===== src/rtl/elevator_scheduler_if.sv =====
// Bundles the call inputs and the stepping/status outputs of the scheduler.
// master drives calls and emergency; slave is the scheduler itself.
interface elevator_scheduler_if;
  logic [15:0] i_call_req;
  logic        i_emg;
  logic        o_step;
  logic        o_updn;
  logic [3:0]  o_floor;
  logic        o_door_open;
  logic        o_moving;
  logic [15:0] o_pending;

  modport master (
    output i_call_req, i_emg,
    input  o_step, o_updn, o_floor, o_door_open, o_moving, o_pending
  );

  modport slave (
    input  i_call_req, i_emg,
    output o_step, o_updn, o_floor, o_door_open, o_moving, o_pending
  );
endinterface


===== src/rtl/elevator_scheduler.sv =====
// SCAN call scheduler for the 4-bit floor counter: latches calls, paces step
// strobes, mirrors the counter position, times the door, handles emergency descent.
module elevator_scheduler #(
  parameter int TRAVEL_CYCLES = 3,
  parameter int DOOR_CYCLES   = 4,
  parameter int SKIP_FLOOR    = 13
) (
  input logic clk,
  input logic rst,
  elevator_scheduler_if.slave bus
);
  // state  | meaning
  // IDLE   | parked, door closed, picking a direction
  // TRAVEL | counting down to the next step strobe
  // ARRIVE | one cycle after a step: stop, continue or park
  // DOOR   | door open, dwell timer running
  // EMG    | calls dropped, descending to floor 0, door open there
  typedef enum logic [2:0] {
    S_IDLE,
    S_TRAVEL,
    S_ARRIVE,
    S_DOOR,
    S_EMG
  } state_t;

  localparam int TIMER_MAX = (TRAVEL_CYCLES > DOOR_CYCLES) ? TRAVEL_CYCLES : DOOR_CYCLES;
  localparam int TW        = $clog2(TIMER_MAX + 1);

  localparam logic [TW-1:0] TIMER_ONE = TW'(1);
  localparam logic [TW-1:0] TRAVEL_LD = TW'(TRAVEL_CYCLES);
  localparam logic [TW-1:0] DOOR_LD   = TW'(DOOR_CYCLES);
  // The ARRIVE cycle counts toward the spacing between consecutive steps.
  localparam logic [TW-1:0] RELOAD_LD = TW'((TRAVEL_CYCLES > 1) ? TRAVEL_CYCLES - 1 : 1);

  localparam logic [3:0]  SKIP_CODE = 4'(SKIP_FLOOR);
  localparam logic [15:0] SKIP_MASK = 16'(1) << SKIP_FLOOR;

  state_t        r_state;
  logic [3:0]    r_floor;
  logic          r_updn;
  logic [15:0]   r_pending;
  logic [TW-1:0] r_timer;

  state_t        w_state_n;
  logic [3:0]    w_floor_n;
  logic          w_updn_n;
  logic [15:0]   w_pending_n;
  logic [TW-1:0] w_timer_n;
  logic          w_step;
  logic          w_door_clr;
  logic          w_above;
  logic          w_below;
  logic          w_ahead;
  logic          w_behind;
  logic          w_here_pend;
  logic          w_here_call;
  logic [15:0]   w_set;

  function automatic logic [3:0] next_floor(input logic [3:0] f, input logic up);
    logic [3:0] n;
    n = up ? f + 4'd1 : f - 4'd1;
    if (n == SKIP_CODE) n = up ? n + 4'd1 : n - 4'd1;
    return n;
  endfunction

  always_comb begin
    w_above = 1'b0;
    w_below = 1'b0;
    for (int i = 0; i < 16; i++) begin
      if (4'(i) > r_floor) w_above = w_above | r_pending[i];
      if (4'(i) < r_floor) w_below = w_below | r_pending[i];
    end
  end

  assign w_ahead     = r_updn ? w_above : w_below;
  assign w_behind    = r_updn ? w_below : w_above;
  assign w_here_pend = r_pending[r_floor];
  assign w_here_call = bus.i_call_req[r_floor];

  always_comb begin
    w_state_n  = r_state;
    w_floor_n  = r_floor;
    w_updn_n   = r_updn;
    w_timer_n  = r_timer;
    w_step     = 1'b0;
    w_door_clr = 1'b0;
    case (r_state)
      S_IDLE: begin
        if (w_here_pend || w_here_call) begin
          w_state_n  = S_DOOR;
          w_timer_n  = DOOR_LD;
          w_door_clr = 1'b1;
        end else if (w_ahead) begin
          w_state_n = S_TRAVEL;
          w_timer_n = TRAVEL_LD;
        end else if (w_behind) begin
          w_updn_n  = ~r_updn;
          w_state_n = S_TRAVEL;
          w_timer_n = TRAVEL_LD;
        end
      end
      S_TRAVEL: begin
        if (r_timer == TIMER_ONE) begin
          w_step    = 1'b1;
          w_floor_n = next_floor(r_floor, r_updn);
          w_state_n = S_ARRIVE;
        end else begin
          w_timer_n = r_timer - TIMER_ONE;
        end
      end
      S_ARRIVE: begin
        if (w_here_pend) begin
          w_state_n  = S_DOOR;
          w_timer_n  = DOOR_LD;
          w_door_clr = 1'b1;
        end else if (w_ahead) begin
          w_state_n = S_TRAVEL;
          w_timer_n = RELOAD_LD;
        end else begin
          w_state_n = S_IDLE;
        end
      end
      S_DOOR: begin
        if (w_here_call) begin
          w_timer_n = DOOR_LD;
        end else if (r_timer == TIMER_ONE) begin
          w_state_n = S_IDLE;
        end else begin
          w_timer_n = r_timer - TIMER_ONE;
        end
      end
      S_EMG: begin
        // A strobe already due is still issued so the mirror tracks the counter.
        if (r_floor != 4'd0) begin
          if (r_timer == TIMER_ONE) begin
            w_step    = 1'b1;
            w_floor_n = next_floor(r_floor, 1'b0);
            w_timer_n = TRAVEL_LD;
          end else begin
            w_timer_n = r_timer - TIMER_ONE;
          end
        end
        if (!bus.i_emg) w_state_n = S_IDLE;
      end
      default: w_state_n = S_IDLE;
    endcase
    if (bus.i_emg && r_state != S_EMG) begin
      w_state_n  = S_EMG;
      w_updn_n   = 1'b0;
      w_timer_n  = TRAVEL_LD;
      w_door_clr = 1'b0;
    end
  end

  always_comb begin
    w_set = bus.i_call_req & ~SKIP_MASK;
    if (r_state == S_IDLE || r_state == S_DOOR) w_set[r_floor] = 1'b0;
    w_pending_n = r_pending | w_set;
    if (w_door_clr) w_pending_n[r_floor] = 1'b0;
    if (r_state == S_EMG || w_state_n == S_EMG) w_pending_n = '0;
  end

  always_ff @(posedge clk or posedge rst) begin
    if (rst) begin
      r_state   <= S_IDLE;
      r_floor   <= 4'd0;
      r_updn    <= 1'b1;
      r_pending <= '0;
      r_timer   <= '0;
    end else begin
      r_state   <= w_state_n;
      r_floor   <= w_floor_n;
      r_updn    <= w_updn_n;
      r_pending <= w_pending_n;
      r_timer   <= w_timer_n;
    end
  end

  assign bus.o_step      = w_step;
  assign bus.o_updn      = r_updn;
  assign bus.o_floor     = r_floor;
  assign bus.o_pending   = r_pending;
  assign bus.o_door_open = (r_state == S_DOOR) || (r_state == S_EMG && r_floor == 4'd0);
  assign bus.o_moving    = (r_state == S_TRAVEL) || (r_state == S_EMG && r_floor != 4'd0);
endmodule


===== src/flat_wrapper.sv =====
// flat-port wrapper written by rule: the top's interface ports become plain ports
module elevator_scheduler_flat 
#(
  parameter int TRAVEL_CYCLES = 3,
  parameter int DOOR_CYCLES   = 4,
  parameter int SKIP_FLOOR    = 13
)
  (clk, rst, bus_i_call_req, bus_i_emg, bus_o_step, bus_o_updn, bus_o_floor, bus_o_door_open, bus_o_moving, bus_o_pending);
  elevator_scheduler_if bus_i ();
  input logic clk;
  input logic rst;
  input wire logic [$bits(bus_i.i_call_req)-1:0] bus_i_call_req;
  input wire logic [$bits(bus_i.i_emg)-1:0] bus_i_emg;
  output wire logic [$bits(bus_i.o_step)-1:0] bus_o_step;
  output wire logic [$bits(bus_i.o_updn)-1:0] bus_o_updn;
  output wire logic [$bits(bus_i.o_floor)-1:0] bus_o_floor;
  output wire logic [$bits(bus_i.o_door_open)-1:0] bus_o_door_open;
  output wire logic [$bits(bus_i.o_moving)-1:0] bus_o_moving;
  output wire logic [$bits(bus_i.o_pending)-1:0] bus_o_pending;
  assign bus_i.i_call_req = bus_i_call_req;
  assign bus_i.i_emg = bus_i_emg;
  assign bus_o_step = bus_i.o_step;
  assign bus_o_updn = bus_i.o_updn;
  assign bus_o_floor = bus_i.o_floor;
  assign bus_o_door_open = bus_i.o_door_open;
  assign bus_o_moving = bus_i.o_moving;
  assign bus_o_pending = bus_i.o_pending;
  elevator_scheduler #(.TRAVEL_CYCLES(TRAVEL_CYCLES), .DOOR_CYCLES(DOOR_CYCLES), .SKIP_FLOOR(SKIP_FLOOR)) u_core (.clk(clk), .rst(rst), .bus(bus_i));
endmodule

===== config.mk =====
export PLATFORM = sky130hd
export DESIGN_NAME = elevator_scheduler_flat
export DESIGN_NICKNAME = d
export VERILOG_FILES = /design/src/rtl/elevator_scheduler_if.sv /design/src/rtl/elevator_scheduler.sv /design/src/flat_wrapper.sv
export SDC_FILE = /design/constraint.sdc
export NUM_CORES = 1
export LEC_CHECK = 0
export ABC_AREA = 1
export CORE_ASPECT_RATIO = 0.5
export CORE_UTILIZATION = 35
export DETAILED_ROUTE_END_ITERATION = 8
export GPL_TIMING_DRIVEN = 1
export SETUP_SLACK_MARGIN = 0.3
export SYNTH_ARGS = -nofsm -noshare
export SYNTH_HDL_FRONTEND = slang
export SYNTH_SLANG_ARGS = --single-unit

===== constraint.sdc =====
create_clock -name clk -period 3.3 [get_ports clk]
set_clock_uncertainty 0.2 [all_clocks]
set_input_delay 0.33 -clock clk [delete_from_list [all_inputs] [get_ports clk]]
set_output_delay 0.33 -clock clk [all_outputs]
set_load 0.05 [all_outputs]

* Word-level counts from Yosys, hierarchy flattened
Index checks and enable logic that the tools add are counted.
Word-level totals: word-level logic and storage cells 201, bits of input ports 19, flip-flop bits (word level) 27
Operators by class: bitwise logic cells 35, equality and inequality tests 17, $lt $le $gt $ge 34, $add $sub $neg 6, mux-type cells 85, reductions and logical operators 19
Operator list (count):
- two-way mux 3 bit | 19
- two-way mux 1 bit | 48
- two-way mux 16 bit | 3
- bitwise AND 16 bit | 2
- greater-than comparator 4 bit (first input constant) | 8
- less-than comparator 4 bit (first input constant) | 8
- OR 1 bit | 30
- one-hot mux 3 bit (5 select lines) | 2
- two-way mux 4 bit | 7
- greater-than comparator 3 x 4 -> 1 bit (first input constant) | 4
- less-than comparator 3 x 4 -> 1 bit (first input constant) | 4
- inverter 16 bit | 1
- OR 16 bit | 1
- AND reduction 4 bit | 3
- subtractor 4 x 1 -> 4 bit (second input constant) | 3
- adder 4 x 1 -> 4 bit (second input constant) | 2
- binary-select mux 1 bit (select 4 bit) | 2
- == test 4 bit (second input constant) | 2
- greater-than comparator 1 x 4 -> 1 bit (first input constant) | 2
- greater-than comparator 2 x 4 -> 1 bit (first input constant) | 2
- less-than comparator 1 x 4 -> 1 bit (first input constant) | 2
- less-than comparator 2 x 4 -> 1 bit (first input constant) | 2
- one-hot mux 4 bit (2 select lines) | 1
- == test 3 x 1 -> 1 bit (second input constant) | 2
- 21 further kinds | 36

* Depth between registers and ports, before layout
depth after elaboration 41, gate-level depth with buffers 15, depth with buffers taken out 14

* Worst setup path before layout
No wires, ideal clock.
path type register to register, start register u_core.r_floor[1] (netlist: u_core.bus.o_floor[1]), end register u_core.r_floor[0] (netlist: u_core.bus.o_floor[0]), cell stages (with the launch flop) 11, arrival time 2.856 ns, period minus slack after synthesis 3.183 ns, required time 2.973 ns, slack 0.117 ns, buffers on the path 1, path through dfrtp_1 > buf_2 > inv_2 > ha_1 > nand2_1 > nor2_1 > nor3_2 > inv_1 > a31oi_1 > o21ai_1 > xor2_1
Between the ends: longest elaborated chain between the ends 6, elaborated cells on any way between the ends 14, classes of those cells add/sub: 2; eq/ne: 3; mux: 7; reduce/logical: 2
Ends and longest elaborated chain:
- from (decl) | line elevator_scheduler.sv:39 | logic [3:0] r_floor;
- from (signal assigned) | line elevator_scheduler.sv:172 | r_floor <= w_floor_n;
- subtractor 4 x 1 -> 4 bit / adder 4 x 1 -> 4 bit (equally long branches) | line elevator_scheduler.sv:61 | n = up ? f + 4'd1 : f - 4'd1;
- == test 4 bit / two-way mux 4 bit (equally long branches) | line elevator_scheduler.sv:62, elevator_scheduler.sv:61
- two-way mux 4 bit / == test 4 bit (equally long branches) | line elevator_scheduler.sv:62 | if (n == SKIP_CODE) n = up ? n + 4'd1 : n - 4'd1;
- two-way mux 4 bit (on tied branches) | line elevator_scheduler.sv:135, elevator_scheduler.sv:62
- two-way mux 4 bit (on tied branches) | line elevator_scheduler.sv:134, elevator_scheduler.sv:103
- one-hot mux 4 bit (2 select lines) | line elevator_scheduler.sv:87 | case (r_state)
Parallel ways exist; a longest one is shown, timed or not. The select of a mux whose other input is x is not followed. A chain may end at the register's enable or synchronous reset.

* Final worst setup path
start register u_core.r_floor[1] (netlist: u_core.bus.o_floor[1]), end register u_core.r_timer[0]
Between the ends: longest elaborated chain between the ends 37, elaborated cells on any way between the ends 112, classes of those cells order compare: 32; eq/ne: 3; mux: 44; bitwise: 30; reduce/logical: 3
Ends and longest elaborated chain:
- less-than comparator 1 x 4 -> 1 bit / greater-than comparator 1 x 4 -> 1 bit (equally long branches) | line elevator_scheduler.sv:71, elevator_scheduler.sv:70
- two-way mux 1 bit (on tied branches) | line elevator_scheduler.sv:71, elevator_scheduler.sv:70
- OR 1 bit (on tied branches) | line elevator_scheduler.sv:71, elevator_scheduler.sv:70
- two-way mux 1 bit (on tied branches) | line elevator_scheduler.sv:71, elevator_scheduler.sv:70
- OR 1 bit (on tied branches) | line elevator_scheduler.sv:71, elevator_scheduler.sv:70
- two-way mux 1 bit (on tied branches) | line elevator_scheduler.sv:71, elevator_scheduler.sv:70
- OR 1 bit (on tied branches) | line elevator_scheduler.sv:71, elevator_scheduler.sv:70
- two-way mux 1 bit (on tied branches) | line elevator_scheduler.sv:71, elevator_scheduler.sv:70
- [... 21 more ...]
- two-way mux 1 bit (on tied branches) | line elevator_scheduler.sv:71, elevator_scheduler.sv:70
- OR 1 bit (on tied branches) | line elevator_scheduler.sv:71, elevator_scheduler.sv:70
- two-way mux 1 bit (on tied branches) | line elevator_scheduler.sv:71, elevator_scheduler.sv:70
- two-way mux 1 bit | line elevator_scheduler.sv:75 | assign w_ahead = r_updn ? w_above : w_below;
- two-way mux 3 bit | line elevator_scheduler.sv:93 | end else if (w_ahead) begin
- two-way mux 3 bit | line elevator_scheduler.sv:89 | if (w_here_pend || w_here_call) begin
- one-hot mux 3 bit (5 select lines) | line elevator_scheduler.sv:87
- two-way mux 3 bit | line elevator_scheduler.sv:147 | if (bus.i_emg && r_state != S_EMG) begin
- to (signal assigned) | line elevator_scheduler.sv:175 | r_timer <= w_timer_n;
- to (decl) | line elevator_scheduler.sv:42 | logic [TW-1:0] r_timer;
Parallel ways exist; a longest one is shown, timed or not. The select of a mux whose other input is x is not followed.

==> impl_metrics.json <==
{
  "detailedPlace.worstSlack_ns": 0.362,
  "die_area_mm2": 0.00791,
  "critPathArrivalTime_ns": 2.82,
  "wl_per_cell_um": 15.2,
  "finalCritPeriodShare": 0.849,
  "drive_above_1_share": 0.0919,
  "rsz0062_at_grt": "false",
  "ctsRootBufferMaster": "clkbuf_16",
  "grt_util_met2": 0.334,
  "min_path_type": "in2async",
  "postSynth.asyncResetShare": 1.00,
  "core_area_mm2": 0.00699,
  "grt_pass1_wl_mm": 13.9,
  "io-pin-count": 43,
  "max_freq_mhz": 357,
  "syn_nets": 468,
  "n_antenna_cell": 0,
  "vias_per_cell": 5.13,
  "ys_warn_count": 0,
  "critPathRequiredTime_ns": 3.31,
  "met3_usage": 0.0484,
  "fin_nets": 508,
  "relSlewSlack": 0.532,
  "end_kind": "register",
  "die_h_um": 63.4,
  "synthCells": 440,
  "yosysUniqueCellTypes": 31,
  "path_class": "reg2reg",
  "areaGrowthSynthToFinish_pct": 22.6,
  "worstReg2RegStart": "u_core.bus.o_floor[1]",
  "cts_sinks": 27,
  "ant_nets": 0,
  "status": "complete, but fails checks",
  "antenna_found_initial": 0,
  "critical_path.cell_chain": "inv_2 > ha_2 > nand2_1 > nand2_1 > nand2_1 > clkinv_1 > nand2_1 > nor2_1 > nand3_1 > nand2_2 > nand4_2 > nand2_1 > nand2_1 > nand2_1",
  "yosysMostFrequentCell": "nand2_1",
  "crit_buf_inv": 2,
  "hold_slack_ns": 0.232,
  "ys_seq_area_frac": 0.257,
  "drc": 9,
  "syn_area_mm2": 0.00264,
  "period_minus_slack_ns": 2.80,
  "synth_top_area_share": 0.247,
  "num_rows": 21,
  "path_clk_slew_ns": 0.07,
  "max_slew.worst_pin.slew_ns": 0.701,
  "p_total_mw": 3.10,
  "setup-tns-final_ns": 0,
  "critPathLaunch": "u_core.bus.o_floor[1]",
  "synth_common_cells": "nand2_1 (146), inv_1 (54), nor2_1 (54)",
  "met1_usage": 0.344,
  "ys.flop_type": "dfrtp_1",
  "final_hold_viol_count": 0,
  "synth.area.top_cells": "dfrtp_1 (25%), nand2_1 (21%), inv_1 (7.7%), nor2_1 (7.7%), nand3_1 (6.8%)",
  "gp_congestion": 0.998,
  "violations": "DRC",
  "clock_path_buffers": 2,
  "start_util": 0.377,
  "slowest_stage": "dfrtp_2",
  "cp-start-kind": "register",
  "overflow": 0,
  "numCtsBuffers": 3,
  "grt-busiest-layer": "met1",
  "grt_start_max_net_pins": 28,
  "synth-edff-count": 0,
  "vdd_drop_max_mv": 0.381,
  "route.vias.total": 2928,
  "io_buffer_count": 42,
  "drt_wl_total_mm": 8.70,
  "timing.final.max_slew_violations": 0,
  "drtIter0Drc": 260,
  "yosys.area.top_type": "dfrtp_1",
  "dp_hpwl_mm": 6.51,
  "h-tree-depth": 1,
  "worst_slack_ns": 0.497,
  "grt_pass1_vias": 2588,
  "crit_top_cell": "nand2_1",
  "cap_violations": 0,
  "clkLatencyLatePin_ns": 0.27,
  "gr-usage-all-layers": 0.228,
  "path_delay_family": "simple AND/OR/NAND/NOR gates",
  "cts_tree": "done",
  "yosys_register_bits": 27,
  "die_x_um": 125,
  "cellPowerDensity_mw_per_mm2": 957,
  "crit_fanout": 15,
  "postCtsHoldBufs": 0,
  "dr.pass1.iters": 7,
  "max_stage_delay_ns": 0.54,
  "setup_viol": 0,
  "final_util": 0.463,
  "synth.avg_cell_area_um2": 5.99,
  "power.leakage_nw": 1.61
}
[sequential cells by signal, indices dropped and copies added, names as in the netlist]
register	cells
u_core.bus.o_pending	16
u_core.bus.o_floor	4
u_core.r_state	3
u_core.r_timer	3
u_core.bus.o_updn	1
[logic make-up after synthesis]
group / count (synthesis) / synth area share
AOI/OAI and AO/OA: 66 / 0.148
xor gates and xnor gates: 5 / 0.0166
adders and majority gates: 9 / 0.0427
buffers and inverters: 72 / 0.117
DFF: 27 / 0.257
and+or+nand+nor: 261 / 0.419
[cells in the final DEF (no fill, tap or decap), types with 2 or more instances in the layout]
master	instances
nor2_4	3
xor2_1	4
inv_1	54
or2_2	2
buf_4	6
nand2_1	146
clkdlybuf4s50_1	39
a31oi_1	4
clkbuf_16	3
ha_1	8
o21ai_0	35
o21ai_2	10
dfrtp_1	25
nand4_1	6
nor2_1	54
nand3_1	36
buf_12	2
nand2_2	6
nor3_1	5
a21oi_1	13
inv_2	5
[per-stage QoR]
stage | cells | area (um2)
2_1_floorplan | 440 | 2640
3_3_place_gp | 567 | 3150
3_5_place_dp | 567 | 3150
4_1_cts | 571 | 3230
5_1_grt | 571 | 3230
6_report | 571 | 3230
[worst register-to-register path, delay by kind of cell (launching register included)]
kind | cells | cell delay [ns]
buffers and inverters | 2 | 0.26
and+or+nand+nor | 11 | 1.45
DFF | 1 | 0.54
adders and majority gates | 1 | 0.31
[report_power, final]
part	internal, mW	switching (mW)
clock	0.167	0.136
sequential	0.428	0.121
combinational	0.677	1.57
[layer usage]
layer	vias up	part of all wire
li1	1480	-
met1	1319	0.51
met2	123	0.41
met3	6	0.081
met4	0	0.0056
met5	-	0
[final timing paths]
kind / depth (start not counted) / slack, ns / end
max: 14 / 0.50 / u_core.r_timer[0]
min: 3 / 0.23 / u_core.r_state[1]
max reg2reg: 14 / 0.50 / u_core.r_timer[0]
min reg2reg: 2 / 0.28 / u_core.r_timer[1]
max in group asynchronous: 3 / 2.35 / u_core.bus.o_updn
min in group clk: 2 / 0.28 / u_core.r_timer[1]
[area by class of cell]
cell class | count | area [um2]
timing repair buffer | 47 | 475
inverter | 60 | 225
sequential | 27 | 678
clock buffer | 4 | 78.8
tap | 92 | 115
multi-input combinational | 341 | 1660
fill | 735 | 3750
[timing repair]
item,CTS,global route
resized for setup,0,2
buffers inserted,0,0
setup endpoints to repair,0,7
endpoints found under the hold margin,0,0
No activity file was read; power rests on OpenSTA's default activity.
